$ cat src/rtl/cipher_frame_tx_if.sv
// -----------------------------------------------------------------------------
// cipher_frame_tx_if
//
// Byte handshake between the stream cipher (master) and the transmit framer
// (slave). A byte moves on a rising edge where in_valid && in_ready.
//
//   in_data  [7:0]  encrypted byte, driven by the cipher
//   in_valid        in_data is valid this cycle, driven by the cipher
//   in_ready        framer can accept a byte, driven by the framer
// -----------------------------------------------------------------------------
interface cipher_frame_tx_if;
  logic [7:0] in_data;
  logic       in_valid;
  logic       in_ready;

  modport master (
    output in_data,
    output in_valid,
    input  in_ready
  );

  modport slave (
    input  in_data,
    input  in_valid,
    output in_ready
  );
endinterface

$ cat src/rtl/cipher_frame_tx.sv
// -----------------------------------------------------------------------------
// cipher_frame_tx
//
// Transmit framer downstream of the stream cipher. Encrypted bytes are taken
// over a valid/ready handshake into a small FIFO and then serialized onto one
// wire as asynchronous-serial frames:
//   start (0), 8 data bits LSB first, optional even parity, stop (1).
// Each serial bit is held for CLKS_PER_BIT clocks. When another byte is
// waiting at the end of a stop bit the next start bit follows with no gap.
//
// Parameters
//   FIFO_DEPTH    byte buffer entries, power of two, 2..16
//   CLKS_PER_BIT  clocks per serial bit, >= 1
//   PARITY_EN     1 inserts an even-parity bit after the data bits
//
// Ports
//   clk          single clock, rising edge
//   reset        asynchronous, active-low; aborts any frame and empties FIFO
//   in_bus       slave side of the cipher byte handshake
//   tx_serial    registered serial line, idles high
//   tx_busy      registered, high whenever a frame is in progress
//   fifo_level   bytes currently buffered
//   frame_count  frames fully sent since reset, wraps 255 -> 0
// -----------------------------------------------------------------------------
module cipher_frame_tx #(
  parameter int FIFO_DEPTH   = 4,
  parameter int CLKS_PER_BIT = 4,
  parameter bit PARITY_EN    = 1'b1
) (
  input  logic                        clk,
  input  logic                        reset,
  cipher_frame_tx_if.slave            in_bus,
  output logic                        tx_serial,
  output logic                        tx_busy,
  output logic [$clog2(FIFO_DEPTH):0] fifo_level,
  output logic [7:0]                  frame_count
);

  localparam int PW = $clog2(FIFO_DEPTH);
  localparam int LW = PW + 1;
  localparam int TW = (CLKS_PER_BIT > 1) ? $clog2(CLKS_PER_BIT) : 1;

  localparam logic [TW-1:0] T_LAST   = TW'(CLKS_PER_BIT - 1);
  localparam logic [LW-1:0] FULL_LVL = LW'(FIFO_DEPTH);

  typedef enum logic [2:0] {
    S_IDLE,
    S_START,
    S_DATA,
    S_PARITY,
    S_STOP
  } state_t;

  // ---------------------------------------------------------------------------
  // FIFO storage and bookkeeping
  // ---------------------------------------------------------------------------
  logic [7:0]    mem [FIFO_DEPTH];
  logic [PW-1:0] wr_ptr;
  logic [PW-1:0] rd_ptr;
  logic [7:0]    head;

  // ---------------------------------------------------------------------------
  // Serializer state
  // ---------------------------------------------------------------------------
  state_t        state;
  logic [7:0]    shift_reg;
  logic          parity_bit;
  logic [2:0]    bit_idx;
  logic [TW-1:0] bit_timer;

  logic push;
  logic pop;
  logic bit_end;

  // Ready looks only at the registered level, so a full FIFO refuses a byte
  // even in a cycle where the serializer is about to pop.
  assign in_bus.in_ready = (fifo_level != FULL_LVL);
  assign push            = in_bus.in_valid && in_bus.in_ready;
  assign head            = mem[rd_ptr];

  // Last clock of the current serial bit. Meaningless in IDLE, where the
  // timer is not consulted.
  assign bit_end = (bit_timer == T_LAST);

  // A byte leaves the FIFO when the line is idle, or at the final clock of a
  // stop bit so the next start bit follows immediately.
  assign pop = (fifo_level != '0) &&
               ((state == S_IDLE) || ((state == S_STOP) && bit_end));

  // NOTE: the byte array carries no reset; the pointers and level define which
  // entries are valid, so clearing the storage itself buys nothing.
  always_ff @(posedge clk) begin
    if (push) begin
      mem[wr_ptr] <= in_bus.in_data;
    end
  end

  // NOTE: all sequential state uses non-blocking assignments so every register
  // samples the pre-edge values of the others, independent of statement order.
  always_ff @(posedge clk or negedge reset) begin
    if (!reset) begin
      wr_ptr     <= '0;
      rd_ptr     <= '0;
      fifo_level <= '0;
    end else begin
      // Power-of-two depth: pointers wrap by natural overflow.
      if (push) begin
        wr_ptr <= wr_ptr + PW'(1);
      end
      if (pop) begin
        rd_ptr <= rd_ptr + PW'(1);
      end
      case ({push, pop})
        2'b10:   fifo_level <= fifo_level + LW'(1);
        2'b01:   fifo_level <= fifo_level - LW'(1);
        default: fifo_level <= fifo_level;
      endcase
    end
  end

  // ---------------------------------------------------------------------------
  // Frame FSM. tx_serial and tx_busy are registered alongside the state so the
  // line never glitches; each non-idle state lasts CLKS_PER_BIT clocks.
  // ---------------------------------------------------------------------------
  always_ff @(posedge clk or negedge reset) begin
    if (!reset) begin
      state       <= S_IDLE;
      tx_serial   <= 1'b1;
      tx_busy     <= 1'b0;
      shift_reg   <= '0;
      parity_bit  <= 1'b0;
      bit_idx     <= '0;
      bit_timer   <= '0;
      frame_count <= '0;
    end else begin
      if ((state == S_STOP) && bit_end) begin
        frame_count <= frame_count + 8'd1;
      end

      if (pop) begin
        // Covers both leaving IDLE and chaining straight out of STOP.
        state      <= S_START;
        tx_serial  <= 1'b0;
        tx_busy    <= 1'b1;
        shift_reg  <= head;
        parity_bit <= ^head;
        bit_timer  <= '0;
      end else begin
        case (state)
          S_IDLE: begin
            tx_serial <= 1'b1;
            tx_busy   <= 1'b0;
          end

          S_START: begin
            if (bit_end) begin
              state     <= S_DATA;
              tx_serial <= shift_reg[0];
              bit_idx   <= '0;
              bit_timer <= '0;
            end else begin
              bit_timer <= bit_timer + TW'(1);
            end
          end

          S_DATA: begin
            if (bit_end) begin
              bit_timer <= '0;
              if (bit_idx == 3'd7) begin
                if (PARITY_EN) begin
                  state     <= S_PARITY;
                  tx_serial <= parity_bit;
                end else begin
                  state     <= S_STOP;
                  tx_serial <= 1'b1;
                end
              end else begin
                // Next bit is shift_reg[1] before the shift lands.
                shift_reg <= shift_reg >> 1;
                tx_serial <= shift_reg[1];
                bit_idx   <= bit_idx + 3'd1;
              end
            end else begin
              bit_timer <= bit_timer + TW'(1);
            end
          end

          S_PARITY: begin
            if (bit_end) begin
              state     <= S_STOP;
              tx_serial <= 1'b1;
              bit_timer <= '0;
            end else begin
              bit_timer <= bit_timer + TW'(1);
            end
          end

          S_STOP: begin
            if (bit_end) begin
              // Nothing buffered, otherwise pop would have taken this edge.
              state     <= S_IDLE;
              tx_serial <= 1'b1;
              tx_busy   <= 1'b0;
              bit_timer <= '0;
            end else begin
              bit_timer <= bit_timer + TW'(1);
            end
          end

          default: begin
            state     <= S_IDLE;
            tx_serial <= 1'b1;
            tx_busy   <= 1'b0;
            bit_timer <= '0;
          end
        endcase
      end
    end
  end

endmodule
$ cat src/flat_wrapper.sv
// flat-port wrapper written by rule: the top's interface ports become plain ports
module cipher_frame_tx_flat 
#(
  parameter int FIFO_DEPTH   = 4,
  parameter int CLKS_PER_BIT = 4,
  parameter bit PARITY_EN    = 1'b1
)
  (clk, reset, tx_serial, tx_busy, fifo_level, frame_count, in_bus_in_data, in_bus_in_valid, in_bus_in_ready);
  cipher_frame_tx_if in_bus_i ();
  input  logic clk;
  input  logic reset;
  output logic tx_serial;
  output logic tx_busy;
  output logic [$clog2(FIFO_DEPTH):0] fifo_level;
  output logic [7:0] frame_count;
  input wire logic [$bits(in_bus_i.in_data)-1:0] in_bus_in_data;
  input wire logic [$bits(in_bus_i.in_valid)-1:0] in_bus_in_valid;
  output wire logic [$bits(in_bus_i.in_ready)-1:0] in_bus_in_ready;
  assign in_bus_i.in_data = in_bus_in_data;
  assign in_bus_i.in_valid = in_bus_in_valid;
  assign in_bus_in_ready = in_bus_i.in_ready;
  cipher_frame_tx #(.FIFO_DEPTH(FIFO_DEPTH), .CLKS_PER_BIT(CLKS_PER_BIT), .PARITY_EN(PARITY_EN)) u_core (.clk(clk), .reset(reset), .in_bus(in_bus_i), .tx_serial(tx_serial), .tx_busy(tx_busy), .fifo_level(fifo_level), .frame_count(frame_count));
endmodule
$ cat config.mk
export PLATFORM = sky130hd
export DESIGN_NAME = cipher_frame_tx_flat
export DESIGN_NICKNAME = d
export VERILOG_FILES = /design/src/rtl/cipher_frame_tx_if.sv /design/src/rtl/cipher_frame_tx.sv /design/src/flat_wrapper.sv
export SDC_FILE = /design/constraint.sdc
export NUM_CORES = 1
export LEC_CHECK = 0
export CAP_MARGIN = 20
export CORE_ASPECT_RATIO = 1.4
export CORE_MARGIN = 2
export CORE_UTILIZATION = 50
export DETAILED_ROUTE_END_ITERATION = 12
export PLACE_DENSITY = 0.79
export SLEW_MARGIN = 10
export SYNTH_ARGS = -nofsm -noshare
export SYNTH_HDL_FRONTEND = slang
export SYNTH_SLANG_ARGS = --single-unit
$ cat constraint.sdc
create_clock -name clk -period 3.2 [get_ports clk]
set_input_delay 0.64 -clock clk [delete_from_list [all_inputs] [get_ports clk]]
set_output_delay 0.64 -clock clk [all_outputs]
set_load 0.05 [all_outputs]
==> reports/qor.txt, run 1 <==
CTS
--------------------------------------------------------------------------------------------------
Clock insertion delay at the later pin of the skew report ...........................       330 ps
Clock buffer count from CTS .........................................................            9
Clock Root Buffer ...................................................................     clkbuf_8
Post-CTS setup repair buffer count ..................................................            0
Count of hold buffers inserted by post-cts repair ...................................            0
CTS tree ............................................................................        built
Number of clock sinks ...............................................................           66
Clock transition time at the flip-flop clock pins of the worst setup and hold paths .        70 ps
Maximum level of the CTS H-tree .....................................................            3
Clock buffer depth ..................................................................            2
Resized Gates After CTS .............................................................            0

WORST SETUP PATH
--------------------------------------------------------------------------------------------------
Library cell contributing the largest single delay on the critical path ............. clkdlybuf4s50_1
Critical Path Source Type ...........................................................     register
Critical Path, Cell by Cell ......................................................... inv_1, nand3_1, clkdlybuf4s50_1
Crit Reg-Reg Startpoint ............................................................. u_core.bit_timer[0]
Data arrival time of the critical path ..............................................      1860 ps
Worst reg-to-reg setup slack ........................................................       840 ps
WS Path Type ........................................................................      reg2out
Crit path largest cell delay ........................................................       840 ps
Type of destination of the critical path ............................................ primary output
CP Data Required Time ...............................................................      2560 ps
Largest delay share family, worst path .............................................. buffers and inverters
Launch point of the critical path ................................................... u_core.fifo_level[0]
Critical path buffer and inverter count .............................................            2
Critical path fanouts, max ..........................................................            6

TIMING
--------------------------------------------------------------------------------------------------
Final Cycle Share ...................................................................        78.3%
Final total negative setup slack ....................................................         0 ps
Unrepaired setup endpoints after global routing .....................................           no
Worst Tran Pin Value ................................................................       778 ps
Number of endpoints with negative hold slack in the final report ....................            0
Clock tree skew after final layout ..................................................      5.01 ps
Highest Clock Rate ..................................................................    0.399 GHz
Slew headroom .......................................................................        47.7%
Post-route minimum period ...........................................................      2500 ps
Final-report setup violation count ..................................................            0
Max Transition Viols Final ..........................................................            0

GLOBAL ROUTE
--------------------------------------------------------------------------------------------------
Total Routing Usage GR ..............................................................        16.4%
Overflow left after global routing ..................................................            0
Initial antenna violation count .....................................................            0
Global-route wire length before repair ..............................................      7700 um
Maximum number of pins on one net before global-route repair ........................           35
Vias in the first global route ......................................................         1712

LOGIC SYNTHESIS
--------------------------------------------------------------------------------------------------
Avg Synthesized Cell Area ...........................................................    13.7 um^2
Most common flop cell mapped by yosys ...............................................      dfrtp_1
Sequential element share of the synthesized area ....................................        62.0%
Synth warnings ......................................................................            0
Library cells used by synthesis .....................................................           37
Share of synthesized registers carrying an async set or reset .......................        51.5%
#FFs+latches synth ..................................................................           66
Synthesized Nets ....................................................................          235
Number of enable flip-flop cells after synthesis ....................................           32
Synthesized netlist cell count ......................................................          214
Area of the mapped netlist ..........................................................    2930 um^2

DIE
--------------------------------------------------------------------------------------------------
Horizontal die dimension ............................................................      68.6 um
Die area ............................................................................    6490 um^2
Initial core utilization ............................................................        51.0%
Area inside the core boundary .......................................................    5740 um^2
Vertical die dimension ..............................................................      94.5 um
Row Count ...........................................................................           33
Top-level port count ................................................................           25

PLACED DESIGN
--------------------------------------------------------------------------------------------------
Global placer's final weighted congestion ...........................................        0.842
Sum of net half-perimeters after detailed placement .................................      3260 um
Placed Instances ....................................................................          302
Count of buffers inserted at the top-level ports ....................................           24

WORST HOLD PATH
--------------------------------------------------------------------------------------------------
Startpoint of the lowest-slack hold path ............................................ u_core.frame_count[7]
Min-delay worst type ................................................................      reg2reg

ROUTE
--------------------------------------------------------------------------------------------------
Number of nets with antenna violations after detailed routing .......................            0
Post-DR wirelength/cell .............................................................      14.3 um
Total iterations of the first detailed-routing run ..................................            4
Routed wire length ..................................................................      4540 um
Number of vias after detailed routing ...............................................         1711
Via-per-instance ratio ..............................................................         5.38
DRC viols ...........................................................................            0
Initial DRC count ...................................................................           79

POWER
--------------------------------------------------------------------------------------------------
Worst supply voltage drop on vdd ....................................................     0.488 mV
Leakage power .......................................................................      1.41 nW
Cell area power density .............................................................  961 nW/um^2

FINAL LAYOUT
--------------------------------------------------------------------------------------------------
Final Instance Count excl. Fillers ..................................................          318
Final #Nets .........................................................................          264
Max reg flops .......................................................................           32
Number of diodes ....................................................................            0
Proportion of layout cells with a drive suffix above 1 ..............................        12.9%
Synth-to-layout area growth .........................................................        17.9%

JOB
--------------------------------------------------------------------------------------------------
Max cap viols .......................................................................            0

STATUS
--------------------------------------------------------------------------------------------------
Outcome ............................................................................. finished clean

[report_power, final]
group / internal [mW] / switching (mW) / total (mW)
clock: 0.440 / 0.307 / 0.747
combinational: 0.559 / 0.658 / 1.22
sequential: 1.14 / 0.210 / 1.35
[final timing paths]
path	to	cells past startpoint
setup / recovery	in_bus_in_ready	3
hold / removal	u_core.frame_count[7]	1
setup reg to reg	u_core.fifo_level[2]	9
hold reg to reg	u_core.frame_count[7]	1
max in group asynchronous	u_core.tx_serial	2
min in group asynchronous	u_core.frame_count[4]	2
[per-stage QoR]
stage               area, um^2  power, mW  hold WS [ps]  worst slack, ps  utilization, %
floorplan                 2930       2.30           344              419               -
global placement          3230       2.54           460              781            56.3
detailed placement        3230       2.60           488              704            56.3
CTS                       3450       3.35           501              673            60.1
global route              3450       3.55           509              552            60.1
finish                    3450       3.32           481              696            60.1
[cells in the mapped netlist (2+ instances only)]
| library cell | count | area, um^2 |
|---|---|---|
| mux2i_1 | 7 | 70.1 |
| edfxtp_1 | 32 | 961 |
| xnor2_1 | 15 | 131 |
| nand4_1 | 2 | 12.5 |
| ha_1 | 9 | 113 |
| mux4_2 | 8 | 180 |
| nand2_1 | 23 | 86.3 |
| mux2_2 | 3 | 33.8 |
| inv_1 | 7 | 26.3 |
| a21oi_1 | 4 | 20.0 |
| buf_2 | 3 | 15.0 |
| a32o_1 | 3 | 30.0 |
| clkbuf_1 | 3 | 11.3 |
| o22ai_1 | 4 | 25.0 |
| and3_1 | 6 | 37.5 |
| nor2_1 | 9 | 33.8 |
| o21ai_0 | 15 | 75.1 |
| nor3_1 | 3 | 15.0 |
| nand3_1 | 3 | 15.0 |
| dfrtp_1 | 33 | 826 |
| xor2_1 | 6 | 52.6 |
[logic make-up after synthesis]
family | after synthesis | share of synthesized area (%)
adders and majority gates | 10 | 4.53
xor gates and xnor gates | 21 | 6.29
DFF | 66 | 62.0
buffers and inverters | 15 | 2.35
AOI/OAI and AO/OA | 29 | 5.90
muxes | 18 | 9.71
and+or+nand+nor | 55 | 9.24
[placed cells by master (no fill, tap or decap), types with 3 or more instances in the layout]
master / netlist / final
inv_1: 7 / 7
and3_1: 6 / 6
xnor2_1: 15 / 15
xor2_1: 6 / 6
clkinvlp_4: 0 / 3
mux2_2: 3 / 3
dfrtp_1: 33 / 33
o21ai_0: 15 / 15
nand3_1: 3 / 3
mux4_2: 8 / 8
edfxtp_1: 32 / 32
a21oi_1: 4 / 4
clkdlybuf4s50_1: 0 / 24
ha_1: 9 / 9
mux2i_1: 7 / 7
clkbuf_8: 0 / 9
o22ai_1: 4 / 4
nor2_1: 9 / 9
a32o_1: 3 / 3
nand2_1: 23 / 23
[layout make-up]
type / instances / area (um^2)
clock inverters: 6 / 91.3
flip-flops and latches: 66 / 1810
multi-input cells: 133 / 1050
inverters: 7 / 26.3
well taps: 70 / 87.6
clock buffers: 10 / 128
fillers: 444 / 2290
repair buffers: 26 / 255
[routing by layer]
layer / routed length (um) / vias to the layer above / track usage [%]
met3: 153 / 10 / 5.01
li1: - / 841 / -
met1: 1850 / 832 / 19.1
met4: 110 / 0 / 8.67
met5: 0 / - / 0
met2: 2420 / 28 / 26.7
No activity file was read; power rests on OpenSTA's default activity.
==> run 2: changes to the inputs <==
- PLACE_DENSITY: 0.79 -> 0.82
- clock period: 3.2 -> 2 ns (I/O delays scaled with it)
==> run 2 against run 1 <==
Die area unchanged; via count rose by 3.7%; critical path depth decreased by 2; sequential power grew 53%.
==> reports/qor.txt, run 2 (same netlist as run 1, synthesis figures left out) <==
WORST SETUP PATH
--------------------------------------------------------------------------------------------------
FF-to-FF path depth .................................................................            9   unchanged
Worst reg-to-reg setup slack ........................................................       130 ps   -710 ps
RR Endpoint ......................................................................... u_core.fifo_level[2]
CP Data Required Time ...............................................................      1600 ps   -960 ps
Library cell contributing the largest single delay on the critical path ............. clkdlybuf4s50_1
Critical path fanouts, max ..........................................................            3   -3
Crit Reg-Reg Startpoint ............................................................. u_core.bit_timer[0]
Critical Path, Cell by Cell ......................................................... clkdlybuf4s50_1
WS Path Type ........................................................................      reg2out
Crit path largest cell delay ........................................................       810 ps   -30 ps
Data arrival time of the critical path ..............................................      1530 ps   -330 ps
Critical path buffer and inverter count .............................................            1   -1
Largest delay share family, worst path .............................................. buffers and inverters
Critical Path Source Type ...........................................................     register
Type of destination of the critical path ............................................ primary output

TIMING
--------------------------------------------------------------------------------------------------
Final Cycle Share ...................................................................        96.6%
Highest Clock Rate ..................................................................    0.518 GHz
Final total negative setup slack ....................................................         0 ps   unchanged
Unrepaired setup endpoints after global routing .....................................          yes
Minimum setup slack in the final design .............................................      68.3 ps   -628 ps
Clock tree skew after final layout ..................................................      9.93 ps   +4.92 ps
Worst Tran Pin Value ................................................................       525 ps   -253 ps
Final-report setup violation count ..................................................            0   unchanged
Hold slack final ....................................................................       368 ps   -113 ps
Max Transition Viols Final ..........................................................            0   unchanged
Slew headroom .......................................................................        64.9%   +17 points
Post-route minimum period ...........................................................      1930 ps
Number of endpoints with negative hold slack in the final report ....................            0   unchanged

POWER
--------------------------------------------------------------------------------------------------
Portion of total power attributed to the clock network ..............................        23.3%   +0.8 points
Share of power burned in registers ..................................................        36.6%   -4.2 points
Switching part of the total .........................................................        34.2%   -1.2 points
Design internal power ...............................................................      3.72 mW   +74%
Worst supply voltage drop on vdd ....................................................     0.934 mV   +91%
Gate power share ....................................................................        40.1%   +3.4 points
Cell area power density ............................................................. 1550 nW/um^2   +62%
NetSw ...............................................................................      1.93 mW   +64%
Leakage power .......................................................................      1.60 nW   +14%
Tot Pwr .............................................................................      5.65 mW   +70%

FINAL LAYOUT
--------------------------------------------------------------------------------------------------
Commonest non-fill, non-tap cells in the layout ..................................... 32 x edfxtp_1, 30 x dfrtp_1, 23 x nand2_1
Most frequent standard cell in the layout excluding fill and tap cells ..............     edfxtp_1
Util after Layout ...................................................................        63.4%   +3.3 points
Max reg flops .......................................................................           32   unchanged
Post-route cell area ................................................................    3640 um^2   +5.4%
Fill cell total of the finished layout ..............................................          427   -3.8%
Synth-to-layout area growth .........................................................        24.3%
Number of diodes ....................................................................            0   unchanged
Final Instance Count excl. Fillers ..................................................          330   +3.8%
Proportion of layout cells with a drive suffix above 1 ..............................        23.1%   +10 points
Footprint of the multi-input gates ..................................................    1100 um^2   +4.7%
Combined flip-flop and latch cell area ..............................................    1820 um^2   +0.21%
Final #Nets .........................................................................          276   +4.5%

CTS
--------------------------------------------------------------------------------------------------
CTS tree ............................................................................        built
Count of hold buffers inserted by post-cts repair ...................................            0   unchanged
Clock insertion delay at the later pin of the skew report ...........................       330 ps   about the same
Number of clock sinks ...............................................................           66   unchanged
Maximum level of the CTS H-tree .....................................................            3   unchanged
Clock buffer count from CTS .........................................................            9   unchanged
Clock buffer depth ..................................................................            2   unchanged
Clock transition time at the flip-flop clock pins of the worst setup and hold paths .        70 ps   about the same
Clock Root Buffer ...................................................................     clkbuf_8

GLOBAL ROUTE
--------------------------------------------------------------------------------------------------
Vias in the first global route ......................................................         1751   +2.3%
Maximum number of pins on one net before global-route repair ........................           21   -40%
Initial antenna violation count .....................................................            0   unchanged
Total Routing Usage GR ..............................................................        16.9%   +0.50 points
Overflow left after global routing ..................................................            0   unchanged
Global-route wire length before repair ..............................................      7890 um   +2.5%

PLACED DESIGN
--------------------------------------------------------------------------------------------------
Placed Instances ....................................................................          312   +3.3%
Sum of net half-perimeters after detailed placement .................................      3380 um   +3.7%
Count of buffers inserted at the top-level ports ....................................           24   unchanged
Global placer's final weighted congestion ...........................................        0.825   -2.0%
Instance area at placement ..........................................................    3360 um^2   +4.0%
Worst Setup Slack post-DPL ..........................................................     -53.7 ps   -758 ps

ROUTE
--------------------------------------------------------------------------------------------------
Total iterations of the first detailed-routing run ..................................            4   unchanged
Via-per-instance ratio ..............................................................         5.38   about the same
Initial DRC count ...................................................................           96   +22%
Number of nets with antenna violations after detailed routing .......................            0   unchanged
Post-DR wirelength/cell .............................................................      14.5 um   +1.5%
Routed wire length ..................................................................      4780 um   +5.3%
Number of vias after detailed routing ...............................................         1775   +3.7%
DRC viols ...........................................................................            0   unchanged

JOB
--------------------------------------------------------------------------------------------------
Max cap viols .......................................................................            0   unchanged

DIE
--------------------------------------------------------------------------------------------------
Initial core utilization ............................................................        51.0%   unchanged
Area inside the core boundary .......................................................    5740 um^2   unchanged
Top-level port count ................................................................           25   unchanged
Horizontal die dimension ............................................................      68.6 um   unchanged
Vertical die dimension ..............................................................      94.5 um   unchanged
Die area ............................................................................    6490 um^2   unchanged
Row Count ...........................................................................           33   unchanged

STATUS
--------------------------------------------------------------------------------------------------
Outcome ............................................................................. finished clean

WORST HOLD PATH
--------------------------------------------------------------------------------------------------
Min-delay worst type ................................................................     in2async

[run 2: final cells by class]
cell class | instances | share of cell area (%)
repair buffers | 38 | 10.1
clock inverters | 7 | 3.23
flip-flops and latches | 66 | 49.9
clock buffers | 9 | 3.41
well taps | 70 | 2.41
inverters | 7 | 0.722
multi-input cells | 133 | 30.2
[run 2: power by group through the flow]
stage	Clock (mW)	Combinational, mW	Sequential [mW]
after floorplan	0	1.58	2.23
after global placement	0	2.19	2.09
after detailed placement	0	2.24	2.11
after CTS	1.34	2.26	2.08
after global routing	1.40	2.49	2.12
final	1.32	2.26	2.07
[run 2: what timing repair did]
| item | in CTS | in global routing |
|---|---|---|
| endpoints found under the hold margin | 0 | 0 |
| setup endpoints to repair | 2 | 8 |
| gates resized for setup | 2 | 9 |
| pin swaps | 0 | 3 |
| buffers inserted | 0 | 2 |
[run 2: how the worst max path moves through the flow]
stage,startpoint,end,slack (ps),depth (start not counted)
after floorplan,u_core.fifo_level[1],u_core.fifo_level[2],-100,10
after global placement,in_bus_in_valid,u_core.fifo_level[2],-20,9
after detailed placement,in_bus_in_valid,u_core.fifo_level[2],-50,9
after CTS,u_core.fifo_level[0],fifo_level[0],1,1
after global routing,u_core.bit_timer[1],u_core.fifo_level[2],-20,9
final,u_core.tx_busy,tx_busy,70,1
[run 2: layer usage]
metal / part of all wire [%] / up-vias / global-route usage (%)
met5: 0 / - / 0
met4: 1.6 / 0 / 7.33
li1: - / 861 / -
met3: 3.4 / 8 / 5.60
met2: 54 / 31 / 28.0
met1: 41 / 875 / 19.6
==> run 3: changes to the inputs <==
- CORE_ASPECT_RATIO: 1.4 -> not set
- CTS_BUF_LIST: not set -> sky130_fd_sc_hd__clkbuf_2
- PLACE_DENSITY: 0.82 -> 0.74
==> run 3 against run 2 <==
Cell count grew 1.8%; non-clock buffer count grew 4; critical path depth grew 7; total power shrank 9.9%; via count grew 0.45%; wire length grew 5.4%; sequential power is essentially flat; largest cell class unchanged; clock power shrank 45%; combinational power grew 2%; critical path type is now reg2reg; clock skew grew 12 ps; global-route usage grew 0.74 points.
==> reports/qor.txt, run 3 (same netlist as run 1, synthesis figures left out) <==
FINAL LAYOUT
--------------------------------------------------------------------------------------------------
Commonest non-fill, non-tap cells in the layout ..................................... 32 x edfxtp_1, 30 x dfrtp_1, 22 x nand2_1, 19 x buf_4
Fill cell total of the finished layout ..............................................          463   +8.4%
Synth-to-layout area growth .........................................................        20.0%
Post-route cell area ................................................................    3510 um^2   -3.5%
Final #Nets .........................................................................          280   +1.4%
Number of diodes ....................................................................            0   unchanged
Proportion of layout cells with a drive suffix above 1 ..............................        25.4%   +2.3 points
Max reg flops .......................................................................           32   unchanged
Most frequent standard cell in the layout excluding fill and tap cells ..............     edfxtp_1

TIMING
--------------------------------------------------------------------------------------------------
Minimum setup slack in the final design .............................................      51.4 ps   -16.8 ps
Unrepaired setup endpoints after global routing .....................................          yes
Final-report setup violation count ..................................................            0   unchanged
Final total negative setup slack ....................................................         0 ps   unchanged
Highest Clock Rate ..................................................................    0.513 GHz   -0.86%
Slew headroom .......................................................................        66.0%   +1.0 points
Clock tree skew after final layout ..................................................      21.7 ps   +11.8 ps
Number of endpoints with negative hold slack in the final report ....................            0   unchanged
Worst Tran Pin Value ................................................................       512 ps   -12.7 ps
Max Transition Viols Final ..........................................................            0   unchanged
Post-route minimum period ...........................................................      1950 ps   +16.8 ps
Final Cycle Share ...................................................................        97.4%   +0.84 points

GLOBAL ROUTE
--------------------------------------------------------------------------------------------------
Initial antenna violation count .....................................................            0   unchanged
Overflow left after global routing ..................................................            0   unchanged
Total Routing Usage GR ..............................................................        17.7%   +0.74 points
Global-route wire length before repair ..............................................      8380 um   +6.1%
Vias in the first global route ......................................................         1752   +0.057%
Maximum number of pins on one net before global-route repair ........................           35   +67%

WORST SETUP PATH
--------------------------------------------------------------------------------------------------
Type of destination of the critical path ............................................     register
CP Data Required Time ...............................................................      2440 ps   +840 ps
Crit Reg-Reg Startpoint ............................................................. u_core.state[1]
Data arrival time of the critical path ..............................................      2390 ps   +860 ps
Crit path largest cell delay ........................................................       420 ps   -390 ps
Largest delay share family, worst path .............................................. simple AND/OR/NAND/NOR gates
RR Endpoint ......................................................................... u_core.fifo_level[2]
WS Path Type ........................................................................      reg2reg
Critical path fanouts, max ..........................................................            3   unchanged
Library cell contributing the largest single delay on the critical path .............      dfrtp_1
Critical path buffer and inverter count .............................................            1   unchanged
Critical Path Source Type ...........................................................     register
FF-to-FF path depth .................................................................            8   -1
CP most frequent cell ...............................................................       xor2_1
Worst reg-to-reg setup slack ........................................................        50 ps   -80 ps
Critical Path, Cell by Cell ......................................................... or2_4, nor3_4, ha_4, inv_2, fa_2, xor2_1, nor2_1, xor2_1

CTS
--------------------------------------------------------------------------------------------------
Clock buffer count from CTS .........................................................            9   unchanged
Clock transition time at the flip-flop clock pins of the worst setup and hold paths .       210 ps   +140 ps
Clock insertion delay at the later pin of the skew report ...........................       490 ps   +160 ps
Maximum level of the CTS H-tree .....................................................            3   unchanged
Clock Root Buffer ...................................................................     clkbuf_2
CTS tree ............................................................................        built
Number of clock sinks ...............................................................           66   unchanged
Clock buffer depth ..................................................................            2   unchanged
Count of hold buffers inserted by post-cts repair ...................................            0   unchanged

POWER
--------------------------------------------------------------------------------------------------
Worst supply voltage drop on vdd ....................................................     0.726 mV   -22%
Switching part of the total .........................................................        39.3%   +5.1 points
NetSw ...............................................................................      2.00 mW   +3.5%
Leakage power .......................................................................      1.50 nW   -6.5%
Cell area power density ............................................................. 1450 nW/um^2   -6.7%
Gate power share ....................................................................        45.1%   +5.0 points
Design internal power ...............................................................      3.09 mW   -17%
Share of power burned in registers ..................................................        40.6%   +4.0 points
Portion of total power attributed to the clock network ..............................        14.3%   -9.0 points

ROUTE
--------------------------------------------------------------------------------------------------
Post-DR wirelength/cell .............................................................      15.0 um   +3.5%
Routed wire length ..................................................................      5040 um   +5.4%
Initial DRC count ...................................................................           80   -17%
Number of vias after detailed routing ...............................................         1783   +0.45%
Number of nets with antenna violations after detailed routing .......................            0   unchanged
Via-per-instance ratio ..............................................................         5.31   -1.3%
DRC viols ...........................................................................            0   unchanged
Total iterations of the first detailed-routing run ..................................            4   unchanged

DIE
--------------------------------------------------------------------------------------------------
Initial core utilization ............................................................        52.5%   +1.5 points
Top-level port count ................................................................           25   unchanged
Horizontal die dimension ............................................................      80.5 um   +17%
Die area ............................................................................    6480 um^2   -0.13%
Row Count ...........................................................................           27   -18%
Area inside the core boundary .......................................................    5570 um^2   -2.9%
Vertical die dimension ..............................................................      80.5 um   -15%

STATUS
--------------------------------------------------------------------------------------------------
Outcome ............................................................................. finished clean

PLACED DESIGN
--------------------------------------------------------------------------------------------------
Worst Setup Slack post-DPL ..........................................................      -125 ps   -71.5 ps
Count of buffers inserted at the top-level ports ....................................           24   unchanged
Global placer's final weighted congestion ...........................................        0.781   -5.3%
Instance area at placement ..........................................................    3390 um^2   +0.82%
Sum of net half-perimeters after detailed placement .................................      3590 um   +6.1%

WORST HOLD PATH
--------------------------------------------------------------------------------------------------
Min-delay worst type ................................................................     in2async

JOB
--------------------------------------------------------------------------------------------------
Max cap viols .......................................................................            0   unchanged

[run 3: cell types whose count changed in the layout (fill, tap and decap cells not counted), moves of 3 or more]
cell	before	now
buf_4	15	19
bufinv_16	3	0
clkbuf_2	0	10
clkbuf_8	9	0
clkdlybuf4s50_1	13	10
dlygate4sd2_1	2	9
dlymetal6s2s_1	7	0
inv_6	0	5
[run 3: cell type report]
class,instances,area (um^2),area share [%]
multi-input combinational,133,1100,31.3
clock buffer,9,45.0,1.28
sequential,66,1820,51.7
inverter,7,26.3,0.748
tap,72,90.1,2.57
clock inverter,7,58.8,1.67
timing repair buffer,42,377,10.7
[run 3: worst max-delay path by stage]
| stage | start | endpoint | slack (ps) | depth (start not counted) |
|---|---|---|---|---|
| 3_3_place_gp | in_bus_in_valid | u_core.fifo_level[2] | -80 | 9 |
| 6_report | u_core.state[1] | u_core.fifo_level[2] | 50 | 8 |
| 5_1_grt | u_core.state[1] | u_core.fifo_level[2] | -60 | 8 |
| 4_1_cts | u_core.bit_timer[1] | u_core.fifo_level[2] | 20 | 9 |
| 3_5_place_dp | in_bus_in_valid | u_core.fifo_level[2] | -130 | 9 |
| 2_1_floorplan | u_core.fifo_level[1] | u_core.fifo_level[2] | -100 | 10 |
[run 3: worst reg2reg max path, delay by kind of cell (launching register included)]
family	cells	cell delay (ps)
XOR/XNOR	2	290
adder cells (fa/ha/maj)	2	500
flip-flops	1	420
AND/OR/NAND/NOR	3	640
buffers and inverters	1	30
[run 3: routing by layer]
metal / share of wire, % / global-route usage, % / vias to the layer above
li1: - / - / 874
met1: 46 / 23.1 / 879
met3: 3.2 / 5.39 / 8
met4: 1.4 / 6.61 / 0
met2: 49 / 27.8 / 22
met5: 0 / 0 / -
[run 3: what timing repair did]
action | CTS | global route
resized for setup | 11 | 5
endpoints found under the hold margin | 0 | 0
setup endpoints to repair | 12 | 9
pin swaps | 1 | 6
buffers inserted | 2 | 2
[run 3: metrics by stage]
step | hold slack (ps) | instances | power [mW] | util, %
2_1_floorplan | 104 | 214 | 3.81 | -
4_1_cts | 206 | 334 | 5.12 | 62.7
6_report | 236 | 336 | 5.09 | 63.0
3_5_place_dp | 469 | 316 | 4.39 | 60.8
5_1_grt | 189 | 336 | 5.48 | 63.0
3_3_place_gp | 461 | 316 | 4.32 | 60.8
[run 3: power by group through the flow]
stage | clock network (mW) | registers, mW | logic, mW
floorplan | 0 | 2.23 | 1.58
global placement | 0 | 2.09 | 2.23
detailed placement | 0 | 2.11 | 2.28
finish | 0.726 | 2.07 | 2.30
CTS | 0.752 | 2.07 | 2.29
global route | 0.810 | 2.12 | 2.55
